==> config.mk <==
export PLATFORM = sky130hd
export DESIGN_NAME = serial_frame_rx
export DESIGN_NICKNAME = d
export VERILOG_FILES = /design/src/rtl/serial_frame_pkg.sv /design/src/rtl/rx_hold_buf.sv /design/src/rtl/serial_frame_rx.sv
export SDC_FILE = /design/constraint.sdc
export NUM_CORES = 1
export LEC_CHECK = 0
export CAP_MARGIN = 0
export CORE_MARGIN = 10
export CORE_UTILIZATION = 24
export CTS_CLUSTER_DIAMETER = 30
export DETAILED_ROUTE_END_ITERATION = 10
export GPL_TIMING_DRIVEN = 0
export PLACE_DENSITY = 0.48
export SLEW_MARGIN = 20
export SYNTH_ARGS = -nofsm -noshare
export SYNTH_HDL_FRONTEND = slang
export SYNTH_HIERARCHICAL = 1
export SYNTH_SLANG_ARGS = --single-unit
==> constraint.sdc <==
create_clock -name clk -period 1.79 [get_ports clk]
set_input_delay 0.179 -clock clk [delete_from_list [all_inputs] [get_ports clk]]
set_output_delay 0.179 -clock clk [all_outputs]
set_load 0.02 [all_outputs]
==> src/rtl/serial_frame_pkg.sv <==
// Shared definitions for the serial frame receiver (and the future transmitter).
// Contents:
//   state_t    - frame FSM state encoding (ST_IDLE, ST_DATA, ST_PARITY, ST_STOP)
//   START_BIT  - line level that opens a frame
//   STOP_BIT   - line level that closes a good frame
//   LINE_IDLE  - line level between frames
//   par_step   - one step of the running even-parity accumulator
package serial_frame_pkg;

    typedef enum logic [1:0] {
        ST_IDLE   = 2'd0,
        ST_DATA   = 2'd1,
        ST_PARITY = 2'd2,
        ST_STOP   = 2'd3
    } state_t;

    localparam logic START_BIT = 1'b1;
    localparam logic STOP_BIT  = 1'b0;
    localparam logic LINE_IDLE = 1'b0;

    // Fold one more bit into the running XOR of the data bits.
    function automatic logic par_step(input logic acc, input logic bit_in);
        return acc ^ bit_in;
    endfunction

endpackage

==> src/rtl/rx_hold_buf.sv <==
// One-entry valid/ready holding register for received words.
// Ports:
//   clk, rst_n   - clock, asynchronous active-low reset
//   load_en      - a good frame has just completed; load_data is its word
//   load_data    - received word
//   data_ready   - consumer accepts data_out when data_valid is high
//   data_out     - held word
//   data_valid   - register full
//   overrun      - one-cycle pulse: a good word arrived while full and not drained
module rx_hold_buf
    import serial_frame_pkg::*;
#(
    parameter int WIDTH = 8
) (
    input  logic             clk,
    input  logic             rst_n,
    input  logic             load_en,
    input  logic [WIDTH-1:0] load_data,
    input  logic             data_ready,
    output logic [WIDTH-1:0] data_out,
    output logic             data_valid,
    output logic             overrun
);

    logic accept_s;
    logic free_s;

    // A word leaving this edge frees the slot for a word arriving on the same edge.
    always_comb begin
        accept_s = data_valid & data_ready;
        free_s   = ~data_valid | accept_s;
    end

    // Holding register: load beats drain; a blocked load raises overrun.
    always_ff @(posedge clk or negedge rst_n) begin
        if (!rst_n) begin
            data_out   <= '0;
            data_valid <= 1'b0;
            overrun    <= 1'b0;
        end else begin
            overrun <= load_en & ~free_s;
            if (load_en && free_s) begin
                data_out   <= load_data;
                data_valid <= 1'b1;
            end else if (accept_s) begin
                data_valid <= 1'b0;
            end
        end
    end

endmodule

==> src/rtl/serial_frame_rx.sv <==
// Serial frame receiver: start bit (1), WIDTH data bits LSB first, optional even
// parity bit, stop bit (0). Good words go to a one-entry valid/ready buffer.
// Ports:
//   clk, reset   - clock, asynchronous active-low reset
//   serial_in    - serial line, one bit per clk, idle low
//   data_out     - received word, valid while data_valid
//   data_valid   - holding register full
//   data_ready   - consumer handshake
//   busy         - receiver not in IDLE
//   parity_err   - one-cycle pulse, parity mismatch, frame dropped
//   frame_err    - one-cycle pulse, stop bit was 1, frame dropped
//   overrun      - one-cycle pulse, good frame dropped because the buffer was full
module serial_frame_rx
    import serial_frame_pkg::*;
#(
    parameter int WIDTH     = 8,
    parameter int PARITY_EN = 1
) (
    input  logic             clk,
    input  logic             reset,
    input  logic             serial_in,
    output logic [WIDTH-1:0] data_out,
    output logic             data_valid,
    input  logic             data_ready,
    output logic             busy,
    output logic             parity_err,
    output logic             frame_err,
    output logic             overrun
);

    localparam int              CNT_W    = $clog2(WIDTH + 1);
    localparam logic [CNT_W-1:0] LAST_BIT = CNT_W'(WIDTH - 1);

    state_t           state_r;
    state_t           state_nxt_s;
    logic [CNT_W-1:0] bit_cnt_r;
    logic [WIDTH-1:0] shift_r;
    logic             par_acc_r;
    logic             par_bad_r;
    logic             stop_edge_s;
    logic             stop_bad_s;
    logic             word_good_s;

    // FSM state register.
    always_ff @(posedge clk or negedge reset) begin
        if (!reset) begin
            state_r <= ST_IDLE;
        end else begin
            state_r <= state_nxt_s;
        end
    end

    // Next state; bits seen in PARITY/STOP are frame content, never a new start.
    always_comb begin
        state_nxt_s = state_r;
        case (state_r)
            ST_IDLE: begin
                if (serial_in == START_BIT) begin
                    state_nxt_s = ST_DATA;
                end else begin
                    state_nxt_s = ST_IDLE;
                end
            end
            ST_DATA: begin
                if (bit_cnt_r == LAST_BIT) begin
                    state_nxt_s = (PARITY_EN != 0) ? ST_PARITY : ST_STOP;
                end else begin
                    state_nxt_s = ST_DATA;
                end
            end
            ST_PARITY: state_nxt_s = ST_STOP;
            ST_STOP:   state_nxt_s = ST_IDLE;
            default:   state_nxt_s = ST_IDLE;
        endcase
    end

    // Frame verdict at the stop-bit edge: stop error outranks parity error.
    always_comb begin
        stop_edge_s = (state_r == ST_STOP);
        stop_bad_s  = (serial_in != STOP_BIT);
        word_good_s = stop_edge_s & ~stop_bad_s & ~par_bad_r;
    end

    // Deserialiser, bit counter and running parity.
    always_ff @(posedge clk or negedge reset) begin
        if (!reset) begin
            bit_cnt_r <= '0;
            shift_r   <= '0;
            par_acc_r <= 1'b0;
            par_bad_r <= 1'b0;
        end else begin
            case (state_r)
                ST_IDLE: begin
                    bit_cnt_r <= '0;
                    par_acc_r <= 1'b0;
                    par_bad_r <= 1'b0;
                end
                ST_DATA: begin
                    shift_r   <= {serial_in, shift_r[WIDTH-1:1]};
                    par_acc_r <= par_step(par_acc_r, serial_in);
                    bit_cnt_r <= bit_cnt_r + CNT_W'(1);
                end
                ST_PARITY: begin
                    par_bad_r <= par_step(par_acc_r, serial_in);
                end
                default: begin
                    par_bad_r <= par_bad_r;
                end
            endcase
        end
    end

    // Registered status: busy tracks the next state, error pulses last one cycle.
    always_ff @(posedge clk or negedge reset) begin
        if (!reset) begin
            busy       <= 1'b0;
            frame_err  <= 1'b0;
            parity_err <= 1'b0;
        end else begin
            busy       <= (state_nxt_s != ST_IDLE);
            frame_err  <= stop_edge_s & stop_bad_s;
            parity_err <= stop_edge_s & ~stop_bad_s & par_bad_r;
        end
    end

    rx_hold_buf #(
        .WIDTH (WIDTH)
    ) u_hold (
        .clk        (clk),
        .rst_n      (reset),
        .load_en    (word_good_s),
        .load_data  (shift_r),
        .data_ready (data_ready),
        .data_out   (data_out),
        .data_valid (data_valid),
        .overrun    (overrun)
    );

endmodule

### Yosys cells after proc, flatten, opt, wreduce, memory -nomap -nowiden

Cells that the tools add are included.

* register bits after elaboration: 29
* output and inout bits: 13
* word-level logic and storage cells: 42

* add/sub/neg operators: 1
* eq/ne operators: 4
* muxes and demuxes: 8
* bitwise logic cells: 12
* reductions and logical operators: 6

Operators by type and width (count)
* $pmux W2 S4: 1
* $pmux W4 S2: 1
* $reduce_bool A2 Y1: 4
* $and A1 B1 Y1: 6
* $add A4 B1 Y4 const B: 1
* $eq A2 B2 Y1 const B: 2
* $eq A4 B3 Y1 const B: 1
* $not A1 Y1: 4
* $pmux W1 S2: 2
* $mux W1: 3
* $eq A2 B1 Y1 const B: 1
* $logic_not A2 Y1: 1
* $mux W2: 1
* $logic_and A1 B1 Y1: 1
* $or A1 B1 Y1: 1
* $xor A1 B1 Y1: 1

### Depth between registers and ports, before layout

Gate-level depths: netlist of run 1.

* word-level depth: 5
* mapped depth: 5
* mapped depth without buffers: 4

### Cells and area by module

The synthesis of run 1 kept the hierarchy.

Modules (own cells, without submodules)
* serial_frame_rx: instances 1, cells an instance 64, area each 820.8 µm², sequential area each 475.5 µm²
* rx_hold_buf: instances 1, cells an instance 23, area each 406.6 µm², sequential area each 250.2 µm²

### Worst setup path after synthesis of run 1

Ideal clock, no wire load.

* path kind: reg-to-reg
* start point: register state_r[0]
* end point: register u_hold.data_out[0]
* library setup time: 0.125 ns
* data arrival time: 1.411 ns
* required time: 1.665 ns
* path slack: 0.254 ns
* stages on the path, launching flop included: 6
* path buffers: 1
* period minus slack after synthesis: 1.536 ns
* path through: dfrtp_1 > buf_2 > nand2_1 > nor3_1 > nand2_4 > mux2_4

* longest elaborated chain between the ends: 4

Ends and longest elaborated chain
* start, declared: RTL line serial_frame_rx.sv:34 `state_t state_r;`
* start signal, assigned: RTL line serial_frame_rx.sv:49 `state_r <= state_nxt_s;`
* $eq A2 B2 Y1: RTL line serial_frame_rx.sv:79 `stop_edge_s = (state_r == ST_STOP);`
* $and A1 B1 Y1 (2 in series): RTL line serial_frame_rx.sv:81 `word_good_s = stop_edge_s & ~stop_bad_s & ~par_bad_r;`
* net word_good_s: RTL line serial_frame_rx.sv:42 `logic word_good_s;`
* $logic_and A1 B1 Y1: RTL line rx_hold_buf.sv:42 `if (load_en && free_s) begin`
* end signal, assigned: RTL line rx_hold_buf.sv:43 `data_out <= load_data;`
* end, declared: RTL line rx_hold_buf.sv:20 `output logic [WIDTH-1:0] data_out,`

The timed path passes the listed nets, and every way through them passes these cells.
A chain may end at the register's enable or synchronous reset.

### Worst setup path after layout of run 1

* start point: register state_r[1]
* end point: register u_hold.data_out[7]

Same word-level chain as after synthesis.

==> results of run 1 <==
[cell families (layout without fill, tap and decap cells)]
logic type	count (synthesis)	in the layout	share of synthesized area
DFF	29	29	0.591
and+or+nand+nor	24	24	0.116
muxes	17	17	0.198
AOI/OAI and AO/OA	11	11	0.0612
buffers and inverters	5	30	0.0234
adders and majority gates	1	1	0.0102
[sequential cells by signal, indices dropped and copies added (netlist names)]
signal             flops
u_hold/data_valid      1
busy                   1
state_r                2
u_hold/data_out        8
u_hold/overrun         1
frame_err              1
shift_r                8
bit_cnt_r              4
parity_err             1
par_acc_r              1
par_bad_r              1
[Yosys cell counts]
master     n  share of area
o31ai_1    1         0.0061
ha_1       1          0.010
mux2_4    14           0.17
o311ai_2   1          0.013
buf_6      1         0.0092
nor3b_1    2          0.012
mux2i_1    1         0.0082
dfrtp_1   29           0.59
mux2_2     2          0.018
nand2_4    1         0.0092
nor2b_1    2          0.010
and3_1     1         0.0051
nand2b_1   2          0.010
a21oi_1    2         0.0082
nand2b_4   2          0.022
buf_2      2         0.0082
nor3_1     2         0.0082
o21ai_0    5          0.020
nand3_1    2         0.0082
o21bai_1   1         0.0061
a22o_1     1         0.0071
nand2_1    9          0.028
inv_1      2         0.0061
nor2_1     1         0.0031
[area by class of cell]
cell class	count	area share
plain buffers	3	0.0136
clock buffers	5	0.0439
clock inverters	3	0.0112
inverters	2	0.00479
multi-input cells	53	0.305
flip-flops and latches	29	0.463
well taps	67	0.0535
repair buffers	17	0.105
[per-stage QoR]
stage          utilization  TNS (ns)  worst slack, ns  power (W)
6_report             0.323         0            0.190    0.00267
5_1_grt              0.323         0           0.0722    0.00288
4_1_cts              0.322         0           0.0393    0.00271
3_5_place_dp         0.302    -0.325          -0.0432    0.00217
3_3_place_gp         0.303    -0.313          -0.0436    0.00215
2_1_floorplan            -         0            0.254    0.00182
[worst max-delay path: cells and delay by family, from the launching register on]
kind	cells	cell delay [ns]
simple gates	3	0.49
buf+inv	1	0.24
flops	1	0.43
mux	1	0.33
[repair_timing]
action | in CTS | in global routing
setup buffers | 0 | 0
resized for setup | 0 | 1
hold endpoints to repair | 29 | 0
hold buffers | 1 | 0
setup endpoints to repair | 0 | 8
[where the power goes]
part | internal (W) | switching [W] | leakage [nW]
Clock | 0.000267 | 0.000262 | 0.0439
Combinational | 0.000608 | 0.000418 | 0.301
Sequential | 0.000923 | 0.000189 | 0.359
[worst max path at each step]
stage	end	cells after the start	slack, ns
after detailed placement	u_hold/data_out[2]$_DFFE_PN0P_	4	-0.04
final	u_hold/data_out[7]$_DFFE_PN0P_	5	0.19
after CTS	u_hold/data_out[0]$_DFFE_PN0P_	5	0.04
after floorplan	u_hold/data_out[0]$_DFFE_PN0P_	5	0.25
after global placement	u_hold/data_out[7]$_DFFE_PN0P_	4	-0.04
after global routing	u_hold/data_out[6]$_DFFE_PN0P_	5	0.07
[metal layers]
metal	vias up	GRT usage	share of wire
met2	14	0.0764	0.43
li1	350	-	-
met1	356	0.0645	0.46
met5	-	0	0
met4	0	0.0274	0.021
met3	5	0.0436	0.087
==> flow_metrics.tcl, run 1 <==
set metrics [dict create \
    ios 17 \
    clkLatencyLatePin_ns 0.29 \
    final_cell_mix "29 x dfrtp_1, 15 x clkdlybuf4s50_1, 14 x mux2_4" \
    cp-startpoint "state_r[1]$_DFF_PN0_" \
    tightestPinTransition_ns 0.662 \
    fill_cells 482 \
    multi_input_area_um2 478 \
    tritoncts "yes" \
    place.gp.congestion 0.691 \
    nets 116 \
    fin_skew_ns 0.00465 \
    power_density_nw_per_um2 1700 \
    cts_buffer_depth 2 \
    r2r_cells 5 \
    crit_chain "buf_2 > nand2_1 > nor3_2 > nand2_4 > mux2_4" \
    clk_pin_slew_worst_paths_ns 0.07 \
    cts.sinks 29 \
    rsz0062_at_grt "no" \
    place_area_um2 1470 \
    wl_um 2130 \
    ctsHtreeMaxLevel 2 \
    drv_cap 0 \
    placed_cells 170 \
    core_um2 4850 \
    synth_warnings 6 \
    dp_hpwl_um 1430 \
    seq_area_frac_synth 0.591 \
    max_slew_margin 0.559 \
    chipHeight_um 91.5 \
    report.final.slew_viol_count 0 \
    path_class "reg -> reg" \
    grt_util_all_layers 0.0570 \
    crit_fanout 10 \
    num_rows 25 \
    numCtsBuffers 5 \
    die_x_um 91.5 \
    seqCellArea_um2 726 \
    period_minus_slack_ns 1.60 \
    rrSetupSlack_ns 0.19 \
    r2r-start "state_r[1]$_DFF_PN0_" \
    setup_viol 0 \
    critPathLaunchType "register" \
    grt_max_degree 30 \
    holdWs_ns 0.458 \
    syn_area_per_cell_um2 14.1 \
    p_leak_nw 0.704 \
    diodes 0 \
    root_buffer "clkbuf_8" \
    ir_drop_uv 582 \
    postLayoutCellArea_um2 1570 \
    required_ns 1.96 \
    io_buffers 16 \
    finalNonFillerCells 179 \
    die_area_um2 8380 \
    max_stage_delay_ns 0.43 \
    drive_gt1_frac 0.295 \
    cp.arrival_ns 1.77 \
    syn_nets 92 \
    drc_errors 0 \
    ant_nets 0 \
    grt_overflow 0 \
    cp_slowest_cell "dfrtp_1" \
    max_freq_ghz 0.625 \
    area_delta_synth_final_pct 27.7 \
    hold_path_class "in -> async" \
    status "completed" \
    viasPerCell 4.05 \
    grt_pass1_wl_um 3680 \
    drt_pass1_iterations 4 \
    synth_area_um2 1230 \
    grt_pass1_vias 752 \
    fin_crit_sh 0.894 \
    final_common_cell "dfrtp_1" \
    synth_cell_type_count 24 \
    cp-end-kind "register" \
    r2r-end "u_hold/data_out[7]$_DFFE_PN0P_" \
    synth_seq_cells 29 \
    antenna_found_initial 0 \
    avgRoutedWirePerCell_um 11.9 \
    initial_utilization 0.253 \
    synth_cells 87 \
    via_count 725 \
    hold_violations 0 \
    dr.first_iter.drc_count 12 \
]
No activity file was read; power rests on OpenSTA's default activity.
==> run 2, diff against run 1 <==
CORE_MARGIN = unset   (was 10)
==> flow_metrics.tcl, run 2 (synthesized netlist as in run 1, its figures left out) <==
set metrics [dict create \
    p_seq_frac 0.424 \
    grt_pass1_wl_um 3350 \
    ios 17 \
    p_int_w 0.00181 \
    fin_util 0.324 \
    rsz0062_at_grt "no" \
    dp_hpwl_um 1300 \
    die_x_um 73.5 \
    reg.largest.list "shift_r (8), u_hold/data_out (8), bit_cnt_r (4)" \
    placed_cells 170 \
    required_ns 1.95 \
    pre_cts_ws_ns -0.0549 \
    critPathLaunchType "register" \
    grt_pass1_vias 729 \
    place.gp.congestion 0.754 \
    drt_pass1_iterations 2 \
    cp_slowest_cell "dfrtp_1" \
    wl_um 1910 \
    report.final.slew_viol_count 0 \
    clock_power_share 0.190 \
    setup_viol 0 \
    num_rows 25 \
    clk_pin_slew_worst_paths_ns 0.06 \
    crit_chain "buf_2 > nand2_1 > nor3_2 > nand2_4 > mux2_4" \
    cp.arrival_ns 1.76 \
    die_area_um2 5400 \
    drc_errors 0 \
    ant_nets 0 \
    grt_overflow 0 \
    final_common_cell "dfrtp_1" \
    area_delta_synth_final_pct 27.2 \
    tightestPinTransition_ns 0.637 \
    finalWorstSetupSlack_ns 0.186 \
    drive_gt1_frac 0.268 \
    io_buffers 16 \
    period_minus_slack_ns 1.60 \
    via_count 720 \
    switchingPower_w 0.000826 \
    fill_cells 506 \
    grt_util_all_layers 0.0875 \
    max_freq_ghz 0.623 \
    avgRoutedWirePerCell_um 10.7 \
    ir_drop_uv 340 \
    hold_path_class "in -> async" \
    chipHeight_um 73.5 \
    p_leak_nw 0.700 \
    cp.buffers_inverters 1 \
    crit_fanout 10 \
    status "completed" \
    fin_skew_ns 0.00703 \
    cts_buffer_depth 2 \
    swShare 0.314 \
    max_slew_margin 0.575 \
    cp-end-kind "register" \
    numCtsBuffers 5 \
    diodes 0 \
    post_cts_buffers 0 \
    core_um2 4820 \
    holdWs_ns 0.457 \
    final_cell_mix "29 x dfrtp_1, 15 x clkdlybuf4s50_1, 14 x mux2_4" \
    root_buffer "clkbuf_8" \
    drv_cap 0 \
    ctsHtreeMaxLevel 2 \
    max_stage_delay_ns 0.42 \
    fin_crit_sh 0.896 \
    dr.first_iter.drc_count 20 \
    clkLatencyLatePin_ns 0.28 \
    tritoncts "yes" \
    path_class "reg -> reg" \
    nets 116 \
    initial_utilization 0.255 \
    power_density_nw_per_um2 1690 \
    finalNonFillerCells 179 \
    combinationalPowerShare 0.386 \
    antenna_found_initial 0 \
    crit_family "simple AND/OR/NAND/NOR gates" \
    cts.sinks 29 \
    grt_max_degree 30 \
    viasPerCell 4.02 \
    hold_violations 0 \
    tns_ns 0 \
]
-- run 2: changes by cell type in the layout (fill, tap and decap cells not counted), sizes merged --
cell | before | now
clkinvlp | 1 | 0
clkbuf | 5 | 8
clkinv | 2 | 0
-- run 2: cell type report --
class	count	area, um2	area share
sequential	29	726	0.465
multi-input combinational	53	478	0.306
inverter	2	7.51	0.00481
buffer	3	21.3	0.0136
tap	67	83.8	0.0537
clock buffer	8	80.1	0.0513
timing repair buffer	17	165	0.106
-- run 2: worst reg2reg max path, delay by kind of cell, from the launching register on --
family | cells | cell delay, ns
mux | 1 | 0.33
buf+inv | 1 | 0.24
flops | 1 | 0.42
simple gates | 3 | 0.50
-- run 2: final timing paths --
| path | startpoint | to | slack [ns] | cells past startpoint |
|---|---|---|---|---|
| setup / recovery | state_r[1]$_DFF_PN0_ | u_hold/data_out[5]$_DFFE_PN0P_ | 0.19 | 5 |
| hold / removal | reset | shift_r[7]$_DFFE_PN0N_ | 0.46 | 2 |
| min in group clk | u_hold/data_out[2]$_DFFE_PN0P_ | u_hold/data_out[2]$_DFFE_PN0P_ | 0.51 | 1 |
| hold reg to reg | u_hold/data_out[2]$_DFFE_PN0P_ | u_hold/data_out[2]$_DFFE_PN0P_ | 0.51 | 1 |
| max in group asynchronous | reset | state_r[1]$_DFF_PN0_ | 0.92 | 2 |
| setup reg to reg | state_r[1]$_DFF_PN0_ | u_hold/data_out[5]$_DFFE_PN0P_ | 0.19 | 5 |
-- run 2: stage by stage --
step | area [um2] | power (W)
floorplan | 1230 | 0.00182
global placement | 1470 | 0.00213
detailed placement | 1470 | 0.00216
CTS | 1560 | 0.00268
global route | 1560 | 0.00282
finish | 1560 | 0.00263
-- run 2: power groups by stage --
stage / sequential [W] / clock [W] / combinational, W
after floorplan: 0.00121 / 0 / 0.000605
after global placement: 0.00112 / 0 / 0.00101
after detailed placement: 0.00113 / 0 / 0.00103
after CTS: 0.00112 / 0.000523 / 0.00103
after global routing: 0.00116 / 0.000548 / 0.00111
final: 0.00112 / 0.000500 / 0.00102
-- run 2: timing repair --
item | CTS | global route
hold buffers | 1 | 0
gates resized for setup | 0 | 1
endpoints found under the setup margin | 0 | 8
hold endpoints to repair | 29 | 0
-- run 2: per-layer routing --
layer  track usage  up-vias  part of all wire  routed length (um)
met4        0.0577        0             0.027                  52
met5             0        -                 0                   0
li1              -      348                 -                   -
met3        0.0453        6             0.052                  99
met1        0.0921      351              0.45                 853
met2         0.137       15              0.47                 908
==> run 3, diff against run 2 <==
CTS_CLUSTER_DIAMETER = 40   (was 30)
SLEW_MARGIN = 25   (was 20)
==> results of run 3 <==
No change in the layout: final DEF, timing and power equal those of run 2.
